--- config.mk ---
export PLATFORM = sky130hd
export DESIGN_NAME = wb_shared_bus_rr
export DESIGN_NICKNAME = d
export VERILOG_FILES = /design/src/rtl/wb_bus_pkg.sv /design/src/rtl/wb_shared_bus_rr_arbiter.sv /design/src/rtl/wb_shared_bus_rr.sv
export SDC_FILE = /design/constraint.sdc
export NUM_CORES = 1
export LEC_CHECK = 0
export CORE_MARGIN = 4
export CORE_UTILIZATION = 24
export DETAILED_ROUTE_END_ITERATION = 10
export GPL_TIMING_DRIVEN = 0
export PLACE_DENSITY_LB_ADDON = 0.3
export SLEW_MARGIN = 20
export SYNTH_ARGS = -nofsm -noshare
export SYNTH_HDL_FRONTEND = slang
export SYNTH_SLANG_ARGS = --single-unit
--- constraint.sdc ---
create_clock -name clk_i -period 1.32 [get_ports clk_i]
set_input_delay 0.132 -clock clk_i [delete_from_list [all_inputs] [get_ports clk_i]]
set_output_delay 0.132 -clock clk_i [all_outputs]
set_load 0.01 [all_outputs]
--- src/rtl/wb_bus_pkg.sv ---
// rtl/wb_bus_pkg.sv - shared types and helpers for the Wishbone shared-bus interconnect
package wb_bus_pkg;

    typedef enum logic {
        IDLE = 1'b0,
        BUSY = 1'b1
    } bus_state_e;

    function automatic int clog2(input int value);
        int r;
        r = 0;
        while ((1 << r) < value) begin
            r = r + 1;
        end
        return r;
    endfunction

    function automatic int sel_width(input int data_width);
        return data_width / 8;
    endfunction

endpackage

--- src/rtl/wb_shared_bus_rr_arbiter.sv ---
// rtl/wb_shared_bus_rr_arbiter.sv - combinational round-robin pick starting at ptr_i with wrap
module rr_arbiter #(
    parameter int N = 2,
    parameter int W = 1
) (
    input  logic [N-1:0] req_i,
    input  logic [W-1:0] ptr_i,
    input  logic         en_i,
    output logic [W-1:0] gnt_idx_o,
    output logic         gnt_valid_o
);

    logic [N-1:0] req_rot;

    always_comb begin
        req_rot     = N'({req_i, req_i} >> ptr_i);
        gnt_idx_o   = '0;
        gnt_valid_o = 1'b0;
        // Walk from the far end so the smallest offset from ptr_i wins.
        for (int off = N - 1; off >= 0; off--) begin
            if (en_i && req_rot[off]) begin
                gnt_valid_o = 1'b1;
                if (int'(ptr_i) + off >= N) begin
                    gnt_idx_o = W'(int'(ptr_i) + off - N);
                end else begin
                    gnt_idx_o = W'(int'(ptr_i) + off);
                end
            end
        end
    end

endmodule

--- src/rtl/wb_shared_bus_rr.sv ---
// rtl/wb_shared_bus_rr.sv - Wishbone classic shared bus, round-robin ownership, address decode
// Optional slave watchdog enabled by WB_SHARED_BUS_TIMEOUT_EN.
module wb_shared_bus_rr
    import wb_bus_pkg::*;
#(
    parameter int NUM_MASTERS    = 2,
    parameter int NUM_SLAVES     = 2,
    parameter int ADDR_WIDTH     = 23,
    parameter int DATA_WIDTH     = 8,
    parameter int TIMEOUT_CYCLES = 255
) (
    input  logic                                    clk_i,
    input  logic                                    rst_ni,
    input  logic [NUM_MASTERS-1:0]                  mst_cyc_i,
    input  logic [NUM_MASTERS-1:0]                  mst_stb_i,
    input  logic [NUM_MASTERS-1:0]                  mst_we_i,
    input  logic [NUM_MASTERS*ADDR_WIDTH-1:0]       mst_adr_i,
    input  logic [NUM_MASTERS*DATA_WIDTH-1:0]       mst_dat_i,
    input  logic [NUM_MASTERS*(DATA_WIDTH/8)-1:0]   mst_sel_i,
    output logic [NUM_MASTERS-1:0]                  mst_ack_o,
    output logic [NUM_MASTERS-1:0]                  mst_err_o,
    output logic [NUM_MASTERS-1:0]                  mst_rty_o,
    output logic [NUM_MASTERS*DATA_WIDTH-1:0]       mst_dat_o,
    output logic [NUM_SLAVES-1:0]                   slv_cyc_o,
    output logic [NUM_SLAVES-1:0]                   slv_stb_o,
    output logic [ADDR_WIDTH-1:0]                   slv_adr_o,
    output logic [DATA_WIDTH-1:0]                   slv_dat_o,
    output logic [DATA_WIDTH/8-1:0]                 slv_sel_o,
    output logic                                    slv_we_o,
    input  logic [NUM_SLAVES-1:0]                   slv_ack_i,
    input  logic [NUM_SLAVES-1:0]                   slv_err_i,
    input  logic [NUM_SLAVES-1:0]                   slv_rty_i,
    input  logic [NUM_SLAVES*DATA_WIDTH-1:0]        slv_dat_i
);

    localparam int SEL_W = clog2(NUM_SLAVES);
    localparam int OW    = clog2(NUM_MASTERS);
    localparam int BW    = sel_width(DATA_WIDTH);

    bus_state_e              state_q, state_d;
    logic [OW-1:0]           owner_q, owner_d;
    logic [OW-1:0]           ptr_q, ptr_d;
    logic                    err_q, err_d;

    logic                    busy;
    logic                    own_cyc, own_stb, own_we;
    logic [ADDR_WIDTH-1:0]   own_adr;
    logic [DATA_WIDTH-1:0]   own_dat;
    logic [BW-1:0]           own_sel;
    logic [SEL_W-1:0]        idx;
    logic                    mapped;
    logic                    s_ack, s_err, s_rty;
    logic [DATA_WIDTH-1:0]   s_dat;
    logic                    unmapped_stb;
    logic                    rearb;
    logic [OW-1:0]           gnt_idx;
    logic                    gnt_valid;

    assign busy = (state_q == BUSY);

    always_comb begin
        own_cyc = 1'b0;
        own_stb = 1'b0;
        own_we  = 1'b0;
        own_adr = '0;
        own_dat = '0;
        own_sel = '0;
        for (int m = 0; m < NUM_MASTERS; m++) begin
            if (owner_q == OW'(m)) begin
                own_cyc = mst_cyc_i[m];
                own_stb = mst_stb_i[m];
                own_we  = mst_we_i[m];
                own_adr = mst_adr_i[m*ADDR_WIDTH +: ADDR_WIDTH];
                own_dat = mst_dat_i[m*DATA_WIDTH +: DATA_WIDTH];
                own_sel = mst_sel_i[m*BW +: BW];
            end
        end
    end

    assign idx = own_adr[ADDR_WIDTH-1 -: SEL_W];

    // A decode index with no matching slave is the unmapped case.
    always_comb begin
        mapped = 1'b0;
        s_ack  = 1'b0;
        s_err  = 1'b0;
        s_rty  = 1'b0;
        s_dat  = '0;
        for (int s = 0; s < NUM_SLAVES; s++) begin
            if (idx == SEL_W'(s)) begin
                mapped = 1'b1;
                s_ack  = slv_ack_i[s];
                s_err  = slv_err_i[s];
                s_rty  = slv_rty_i[s];
                s_dat  = slv_dat_i[s*DATA_WIDTH +: DATA_WIDTH];
            end
        end
    end

    always_comb begin
        slv_cyc_o = '0;
        slv_stb_o = '0;
        slv_adr_o = busy ? own_adr : '0;
        slv_dat_o = busy ? own_dat : '0;
        slv_sel_o = busy ? own_sel : '0;
        slv_we_o  = busy & own_we;
        for (int s = 0; s < NUM_SLAVES; s++) begin
            if (busy && own_cyc && !err_q && (idx == SEL_W'(s))) begin
                slv_cyc_o[s] = 1'b1;
                slv_stb_o[s] = own_stb;
            end
        end
    end

    always_comb begin
        mst_ack_o = '0;
        mst_err_o = '0;
        mst_rty_o = '0;
        mst_dat_o = '0;
        for (int m = 0; m < NUM_MASTERS; m++) begin
            if (busy && (owner_q == OW'(m))) begin
                mst_ack_o[m] = s_ack;
                mst_err_o[m] = s_err | err_q;
                mst_rty_o[m] = s_rty;
                mst_dat_o[m*DATA_WIDTH +: DATA_WIDTH] = s_dat;
            end
        end
    end

    assign rearb        = !busy || !own_cyc;
    assign unmapped_stb = busy & own_cyc & own_stb & ~mapped;

    rr_arbiter #(
        .N (NUM_MASTERS),
        .W (OW)
    ) u_arb (
        .req_i       (mst_cyc_i),
        .ptr_i       (ptr_q),
        .en_i        (rearb),
        .gnt_idx_o   (gnt_idx),
        .gnt_valid_o (gnt_valid)
    );

    always_comb begin
        state_d = state_q;
        owner_d = owner_q;
        ptr_d   = ptr_q;
        if (rearb) begin
            if (gnt_valid) begin
                state_d = BUSY;
                owner_d = gnt_idx;
                ptr_d   = (gnt_idx == OW'(NUM_MASTERS - 1)) ? '0 : OW'(gnt_idx + 1'b1);
            end else begin
                state_d = IDLE;
            end
        end
    end

`ifdef WB_SHARED_BUS_TIMEOUT_EN
    localparam int WDG_W = clog2(TIMEOUT_CYCLES);

    logic [WDG_W-1:0] wdg_q, wdg_d;
    logic             stall;
    logic             wdg_fire;

    always_comb begin
        stall    = (|slv_stb_o) & ~(s_ack | s_err | s_rty);
        wdg_fire = stall && (wdg_q == WDG_W'(TIMEOUT_CYCLES - 1));
        wdg_d    = (stall && !wdg_fire) ? WDG_W'(wdg_q + 1'b1) : '0;
        err_d    = (unmapped_stb & ~err_q) | wdg_fire;
    end

    always_ff @(posedge clk_i or negedge rst_ni) begin
        if (!rst_ni) begin
            wdg_q <= '0;
        end else begin
            wdg_q <= wdg_d;
        end
    end
`else
    assign err_d = unmapped_stb & ~err_q;
`endif

    always_ff @(posedge clk_i or negedge rst_ni) begin
        if (!rst_ni) begin
            state_q <= IDLE;
            owner_q <= '0;
            ptr_q   <= '0;
            err_q   <= 1'b0;
        end else begin
            state_q <= state_d;
            owner_q <= owner_d;
            ptr_q   <= ptr_d;
            err_q   <= err_d;
        end
    end

endmodule

==> results of run 1 <==
final cells by class:
class,count,area (um2),share of cell area
timing repair buffer,162,1453,0.5176
sequential,3,76.32,0.02720
clock buffer,4,45.04,0.01605
buffer,14,152.6,0.05439
multi-input combinational,131,1005,0.3580
tap,52,65.06,0.02318
inverter,2,10.01,0.003567
cell usage in the layout, fill, tap and decap left out:
master / synthesis / layout
sky130_fd_sc_hd__nor2_1: 57 / 44
sky130_fd_sc_hd__a32oi_2: 0 / 1
sky130_fd_sc_hd__nand2b_4: 0 / 1
sky130_fd_sc_hd__a21oi_1: 3 / 3
sky130_fd_sc_hd__a22oi_1: 1 / 1
sky130_fd_sc_hd__nor2_2: 0 / 7
sky130_fd_sc_hd__nand3b_1: 1 / 1
sky130_fd_sc_hd__buf_12: 0 / 6
sky130_fd_sc_hd__buf_2: 6 / 37
sky130_fd_sc_hd__nor2b_1: 2 / 1
sky130_fd_sc_hd__clkbuf_1: 0 / 1
sky130_fd_sc_hd__dfrtp_1: 3 / 2
sky130_fd_sc_hd__nor3_2: 1 / 1
sky130_fd_sc_hd__o22ai_1: 1 / 1
sky130_fd_sc_hd__mux2i_1: 54 / 52
sky130_fd_sc_hd__nor2b_4: 0 / 1
sky130_fd_sc_hd__mux2i_4: 1 / 1
sky130_fd_sc_hd__clkdlybuf4s50_1: 0 / 90
sky130_fd_sc_hd__dlygate4sd2_1: 0 / 19
sky130_fd_sc_hd__nor2_4: 0 / 6
sky130_fd_sc_hd__o21ai_0: 2 / 2
sky130_fd_sc_hd__buf_4: 3 / 10
sky130_fd_sc_hd__nand2_1: 3 / 3
sky130_fd_sc_hd__clkbuf_8: 0 / 3
sky130_fd_sc_hd__inv_4: 0 / 1
sky130_fd_sc_hd__dfrtp_2: 0 / 1
sky130_fd_sc_hd__buf_6: 2 / 14
sky130_fd_sc_hd__or2_2: 1 / 1
sky130_fd_sc_hd__nand2b_1: 2 / 1
sky130_fd_sc_hd__a32oi_4: 0 / 1
sky130_fd_sc_hd__mux2i_2: 0 / 2
sky130_fd_sc_hd__inv_1: 1 / 1
flip-flops by register name (all words and copies together) (netlist names):
signal   flops
owner_q      1
busy         1
ptr_q        1
cell usage after synthesis:
master	n
sky130_fd_sc_hd__o22ai_1	1
sky130_fd_sc_hd__nand2b_1	2
sky130_fd_sc_hd__nor3_2	1
sky130_fd_sc_hd__or2_2	1
sky130_fd_sc_hd__a32oi_1	2
sky130_fd_sc_hd__nor2b_1	2
sky130_fd_sc_hd__a22oi_1	1
sky130_fd_sc_hd__buf_6	2
sky130_fd_sc_hd__buf_8	1
sky130_fd_sc_hd__mux2i_1	54
sky130_fd_sc_hd__dfrtp_1	3
sky130_fd_sc_hd__inv_2	1
sky130_fd_sc_hd__mux2i_4	1
sky130_fd_sc_hd__o21ai_0	2
sky130_fd_sc_hd__nand3b_1	1
sky130_fd_sc_hd__nor2_1	57
sky130_fd_sc_hd__inv_1	1
sky130_fd_sc_hd__buf_4	3
sky130_fd_sc_hd__a21oi_1	3
sky130_fd_sc_hd__buf_1	2
sky130_fd_sc_hd__nand2_1	3
sky130_fd_sc_hd__buf_2	6
where the power goes:
part	internal [mW]	total, mW	switching (mW)
Sequential	0.106	0.116	0.0100
Clock	0.206	0.264	0.0585
Combinational	0.797	1.36	0.566
worst max-delay path by stage:
stage | start | end | cells after the start
after floorplan | owner_q$_DFFE_PN0P_ | slv_stb_o[0] | 5
after global placement | mst_cyc_i[0] | slv_cyc_o[0] | 5
after detailed placement | mst_cyc_i[0] | slv_cyc_o[0] | 5
after CTS | owner_q$_DFFE_PN0P_ | slv_stb_o[0] | 7
after global routing | owner_q$_DFFE_PN0P_ | slv_adr_o[16] | 7
final | owner_q$_DFFE_PN0P_ | slv_stb_o[0] | 7
what timing repair did:
action / 4_1_cts / 5_1_grt
cloned: 1 / 0
gates resized for setup: 192 / 49
buffers inserted: 9 / 3
setup endpoints to repair: 59 / 59
pin swaps: 8 / 14
endpoints found under the hold margin: 0 / 0
critical path, cell delays in order (launching register included):
cell                      delay [ns]
sky130_fd_sc_hd__dfrtp_1        0.36
sky130_fd_sc_hd__buf_6          0.14
sky130_fd_sc_hd__buf_12         0.14
sky130_fd_sc_hd__buf_12         0.12
sky130_fd_sc_hd__mux2i_4        0.19
sky130_fd_sc_hd__nand2_1        0.07
sky130_fd_sc_hd__nor2_1         0.08
sky130_fd_sc_hd__buf_2          0.14
per-stage QoR:
stage	cell area, um2	TNS [ns]
finish	2806	-9.907
global route	2806	-13.56
CTS	2695	-10.74
detailed placement	2640	-20.24
global placement	2640	-20.22
floorplan	1074	0
per-layer routing:
layer  wire length, um  track usage  up-vias
met5                 0            0        -
met4                 0      0.02372        0
met3               648      0.04272        0
met2              2920       0.3395       80
met1              1934       0.1923      773
li1                  -            -      848
cell families (layout without fill, tap and decap cells):
family | count (synthesis) | after routing
muxes | 55 | 55
AOI/OAI and AO/OA | 9 | 9
DFF | 3 | 3
buffers and inverters | 16 | 182
and+or+nand+nor | 67 | 67
==> results.py, run 1 <==
metrics = {
    "floorplanning": {
        "die_h_um": 74.88,
        "floorplan.rows": 24,
        "die_width_um": 74.88,
        "ioPinCount": 153,
        "floorplan.core_area_um2": 4354,
        "initial_utilization": 0.2466,
        "die_ar_um2": 5607,
    },
    "routing": {
        "wl_per_cell_um": 14.96,
        "route.detailed.vias_per_inst": 4.622,
        "drt_drc_violations_left": 0,
        "detail_route.iter0.violations": 21,
        "drt.antenna.violating_nets": 0,
        "drt_wl_total_mm": 5.504,
        "drt_pre_antenna_iters": 4,
        "routed-via-count": 1701,
    },
    "timing": {
        "number_of_failing_setup_endpoints_in_the_final_timing_report": 58,
        "setup_ws_ns": -0.2551,
        "timing.hold.ws_ns": 0.1144,
        "fin_skew_ns": 0.001892,
        "setup_repair_after_global_routing_missed_its_margin": "yes",
        "final.min_clock_period_ns": 1.575,
        "worst_pin_slew_ns": 0.3476,
        "worst_slew_margin_rel": 0.7675,
        "timing_hold_violations_final": 0,
        "report.final.slew_viol_count": 0,
        "max_clock_freq_ghz": 0.6349,
        "fin_crit_sh": 1.193,
    },
    "clock_network": {
        "tritoncts": "yes",
        "h-tree-depth": 1,
        "cts_root_buf": "sky130_fd_sc_hd__clkbuf_8",
        "numCtsBuffers": 3,
        "deepest_clock_path_buffer_count": 2,
        "hold_buf_cts": 0,
        "clkLatencyLatePin_ns": 0.21,
        "path_clk_slew_ns": 0.03,
        "cts.sink_count": 3,
    },
    "setup_path": {
        "reg2reg_depth": 5,
        "startpoint_type_of_the_worst_setup_path": "flop",
        "reg2reg_slack_ns": 0.18,
        "crit_arrival_ns": 1.44,
        "worst_r2r_endpoint": "ptr_q$_DFFE_PN0P_",
        "worstReg2RegStart": "owner_q$_DFFE_PN0P_",
        "path_max_fanout": 8,
        "worst-endpoint-required_ns": 1.19,
        "path_class": "reg -> out",
        "timing.critical_path.to_type": "primary output",
    },
    "synth": {
        "postSynthNetCount": 244,
        "postSynthRegisterBits": 3,
        "combinational_family_with_the_most_area_after_synthesis": "multiplexers",
        "yosys-top-cells-area": "sky130_fd_sc_hd__mux2i_1, sky130_fd_sc_hd__nor2_1, sky130_fd_sc_hd__dfrtp_1",
        "synth_area_leader_cell": "sky130_fd_sc_hd__mux2i_1",
        "mappedNetlistArea_um2": 1074,
        "post_synthesis_share_of_cell_area_spent_on_and_or_nand_and_nor_gates": 0.2552,
        "ys.warnings.count": 0,
        "yosysSeqAreaShare": 0.06993,
        "synth_compound_area_frac": 0.05245,
        "syn_inst": 150,
        "synth_xor_area_frac": 0,
        "arithmetic_cell_share_of_the_synthesized_area_counting_full_adders_half_adders_and_majority_gates": 0,
        "yosys-mux-area-fraction": 0.5245,
        "synth_top_cell_area_share": 0.5035,
        "synthesis.area_per_instance_um2": 7.157,
        "yosys.cell_types.count": 22,
    },
    "run_status": {
        "failing_checks": "negative setup slack",
        "run_status": "complete, but fails checks",
    },
    "finish": {
        "final_cell_count_no_fill": 368,
        "area_delta_synth_final_pct": 161.4,
        "post_route_cells_drive_above_1_share": 0.2975,
        "finalCoreUtilization": 0.6445,
        "final.fill_count": 408,
        "nets": 411,
        "antenna-diode-count": 0,
    },
    "power": {
        "total_power_divided_by_cell_area_nw_per_um2": 621.2,
        "total_leakage_power_nw": 1.375,
        "peakVddDrop_v": 0.0005072,
        "power_mw": 1.743,
    },
    "job": {
        "max_cap_viol_count": 0,
    },
    "place": {
        "port_buffers": 150,
        "numPlacedInstances": 352,
        "dpl_worst_slack_ns": -0.5703,
        "finalWeightedCongestion": 0.6889,
        "place_hpwl_mm": 4.414,
    },
    "global_routing": {
        "grt_overflow_total": 0,
        "grt_max_degree": 11,
        "grt_util_all_layers": 0.1742,
        "grt_antenna_before_repair": 0,
        "grt_pass1_vias": 1584,
        "wire_length_of_the_first_global_routing_pass_mm": 7.679,
    },
    "hold_path": {
        "hp-class": "in -> async",
    },
}
Note: power is estimated with default switching activity, not from simulation.
==> inputs of run 2 (changes only) <==
SKIP_LAST_GASP = 1   (was default)
==> run 2 against run 1 <==
  * The run still ends with negative setup slack left
  * Register-to-register slack about the same
  * Clock power about the same
  * Combinational power about the same
  * Sequential power about the same
  * First-iteration DRC count grew 62%
  * Clock-buffer cell count stayed put
==> results.py, run 2 (synthesized netlist as in run 1, its figures left out) <==
metrics = {
    "clock_network": {
        "numCtsBuffers": 3,
        "path_clk_slew_ns": 0.03,
        "cts_root_buf": "sky130_fd_sc_hd__clkbuf_8",
        "h-tree-depth": 1,
        "hold_buf_cts": 0,
        "deepest_clock_path_buffer_count": 2,
        "tritoncts": "yes",
        "clkLatencyLatePin_ns": 0.21,
        "cts.sink_count": 3,
    },
    "timing": {
        "worst_pin_slew_ns": 0.3444,
        "setup_repair_after_global_routing_missed_its_margin": "yes",
        "fin_crit_sh": 1.198,
        "number_of_failing_setup_endpoints_in_the_final_timing_report": 59,
        "setup_ws_ns": -0.2613,
        "timing_hold_violations_final": 0,
        "report.final.slew_viol_count": 0,
        "max_clock_freq_ghz": 0.6324,
        "final.min_clock_period_ns": 1.581,
        "fin_skew_ns": 0.001884,
        "worst_slew_margin_rel": 0.7697,
    },
    "global_routing": {
        "grt_antenna_before_repair": 0,
        "grt_max_degree": 11,
        "wire_length_of_the_first_global_routing_pass_mm": 7.693,
        "grt_pass1_vias": 1583,
        "grt_overflow_total": 0,
        "grt_util_all_layers": 0.1748,
    },
    "setup_path": {
        "crit_arrival_ns": 1.45,
        "crit_top_cell": "sky130_fd_sc_hd__buf_2",
        "worstPathCellList": "buf_6, buf_12, buf_4, nand2_4, buf_2, nor2_1, buf_2",
        "path_max_fanout": 7,
        "worstReg2RegStart": "owner_q$_DFFE_PN0P_",
        "worst_setup_path_startpoint": "owner_q$_DFFE_PN0P_",
        "path_class": "reg -> out",
        "startpoint_type_of_the_worst_setup_path": "flop",
        "timing.critical_path.to_type": "primary output",
        "worst_path_max_delay_cell": "sky130_fd_sc_hd__dfrtp_1",
        "worst-endpoint-required_ns": 1.19,
        "cpPeakStageDelay_ns": 0.36,
    },
    "finish": {
        "final.fill_count": 400,
        "finalCoreUtilization": 0.6540,
        "layout.cells.most_common": "sky130_fd_sc_hd__clkdlybuf4s50_1",
        "sequential_cell_area_um2": 76.32,
        "post_route_cells_drive_above_1_share": 0.3041,
        "final_cell_mix": "sky130_fd_sc_hd__clkdlybuf4s50_1, sky130_fd_sc_hd__mux2i_1, sky130_fd_sc_hd__nor2_1",
        "nets": 414,
        "antenna-diode-count": 0,
        "multi_input_area_um2": 1015,
        "final_cell_count_no_fill": 371,
        "area_delta_synth_final_pct": 165.3,
    },
    "floorplanning": {
        "floorplan.rows": 24,
        "die_width_um": 74.88,
        "die_h_um": 74.88,
        "die_ar_um2": 5607,
        "floorplan.core_area_um2": 4354,
        "initial_utilization": 0.2466,
        "ioPinCount": 153,
    },
    "place": {
        "finalWeightedCongestion": 0.6889,
        "port_buffers": 150,
        "place_hpwl_mm": 4.414,
        "numPlacedInstances": 352,
    },
    "routing": {
        "route.detailed.vias_per_inst": 4.631,
        "routed-via-count": 1718,
        "wl_per_cell_um": 15.08,
        "drt_wl_total_mm": 5.595,
        "drt.antenna.violating_nets": 0,
        "drt_drc_violations_left": 0,
        "drt_pre_antenna_iters": 4,
        "detail_route.iter0.violations": 34,
    },
    "power": {
        "peakVddDrop_v": 0.0005092,
        "total_power_divided_by_cell_area_nw_per_um2": 623.6,
        "total_leakage_power_nw": 1.391,
    },
    "run_status": {
        "run_status": "complete, but fails checks",
        "failing_checks": "negative setup slack",
    },
    "hold_path": {
        "hp-class": "in -> async",
    },
    "job": {
        "max_cap_viol_count": 0,
    },
}
==> run 2: cell count changes in the layout (fill, tap and decap cells not counted), sizes merged <==
cell           before  now
dlygate4sd2        19   18
buf                67   68
clkbuf              4    6
clkdlybuf4s15       0    1
==> run 2: critical path: cells and delay by family, from the launching register on <==
kind | cells | cell delay, ns
buffers and inverters | 5 | 0.73
flip-flops | 1 | 0.36
AND/OR/NAND/NOR | 2 | 0.13
==> run 2: worst paths after layout <==
path                                       end  slack (ns)  depth (start not counted)
hold reg to reg              ptr_q$_DFFE_PN0P_        0.58                          2
max in group asynchronous     busy$_DFFE_PN0P_        1.04                          1
hold / removal               ptr_q$_DFFE_PN0P_        0.11                          1
setup reg to reg             ptr_q$_DFFE_PN0P_        0.18                          5
setup / recovery                 mst_dat_o[11]       -0.26                          7
min in group clk_i         owner_q$_DFFE_PN0P_        0.36                          2
==> run 2: layer usage <==
| layer | vias up | part of all wire | GRT usage |
|---|---|---|---|
| met4 | 0 | 0 | 0.02372 |
| met1 | 785 | 0.35 | 0.1931 |
| met2 | 80 | 0.54 | 0.3404 |
| met5 | - | 0 | 0 |
| li1 | 853 | - | - |
| met3 | 0 | 0.11 | 0.04272 |
==> run 2: final cells by class <==
cell class              instances  area share
plain buffers                  14     0.05360
clock buffers                   4     0.01582
inverters                       2    0.003515
multi-input cells             131      0.3563
flip-flops and latches          3     0.02680
well taps                      52     0.02285
repair buffers                165      0.5211
==> run 2: repair_timing <==
item	4_1_cts	5_1_grt
setup buffers	9	4
cloned	1	1
pin swaps	8	14
endpoints found under the setup margin	59	59
resized for setup	174	70
==> run 2: report_power, final <==
| group | internal, mW | switching (mW) | total [mW] |
|---|---|---|---|
| Sequential | 0.106 | 0.0109 | 0.117 |
| Clock | 0.206 | 0.0585 | 0.264 |
| Combinational | 0.819 | 0.576 | 1.39 |
| Total | 1.13 | 0.646 | 1.78 |
==> run 2: per-stage QoR <==
step           hold WS [ns]  total power [mW]  setup WS [ns]  setup TNS (ns)  instance area [um2]
2_1_floorplan       -0.1636            0.6589         0.1348               0                 1074
3_3_place_gp         0.3273             1.373        -0.5450          -20.22                 2640
3_5_place_dp         0.3337             1.386        -0.5703          -20.24                 2640
4_1_cts              0.1119             1.661        -0.2764          -11.93                 2701
5_1_grt              0.1184             1.895        -0.3305          -14.83                 2848
6_report             0.1130             1.776        -0.2613          -11.06                 2848
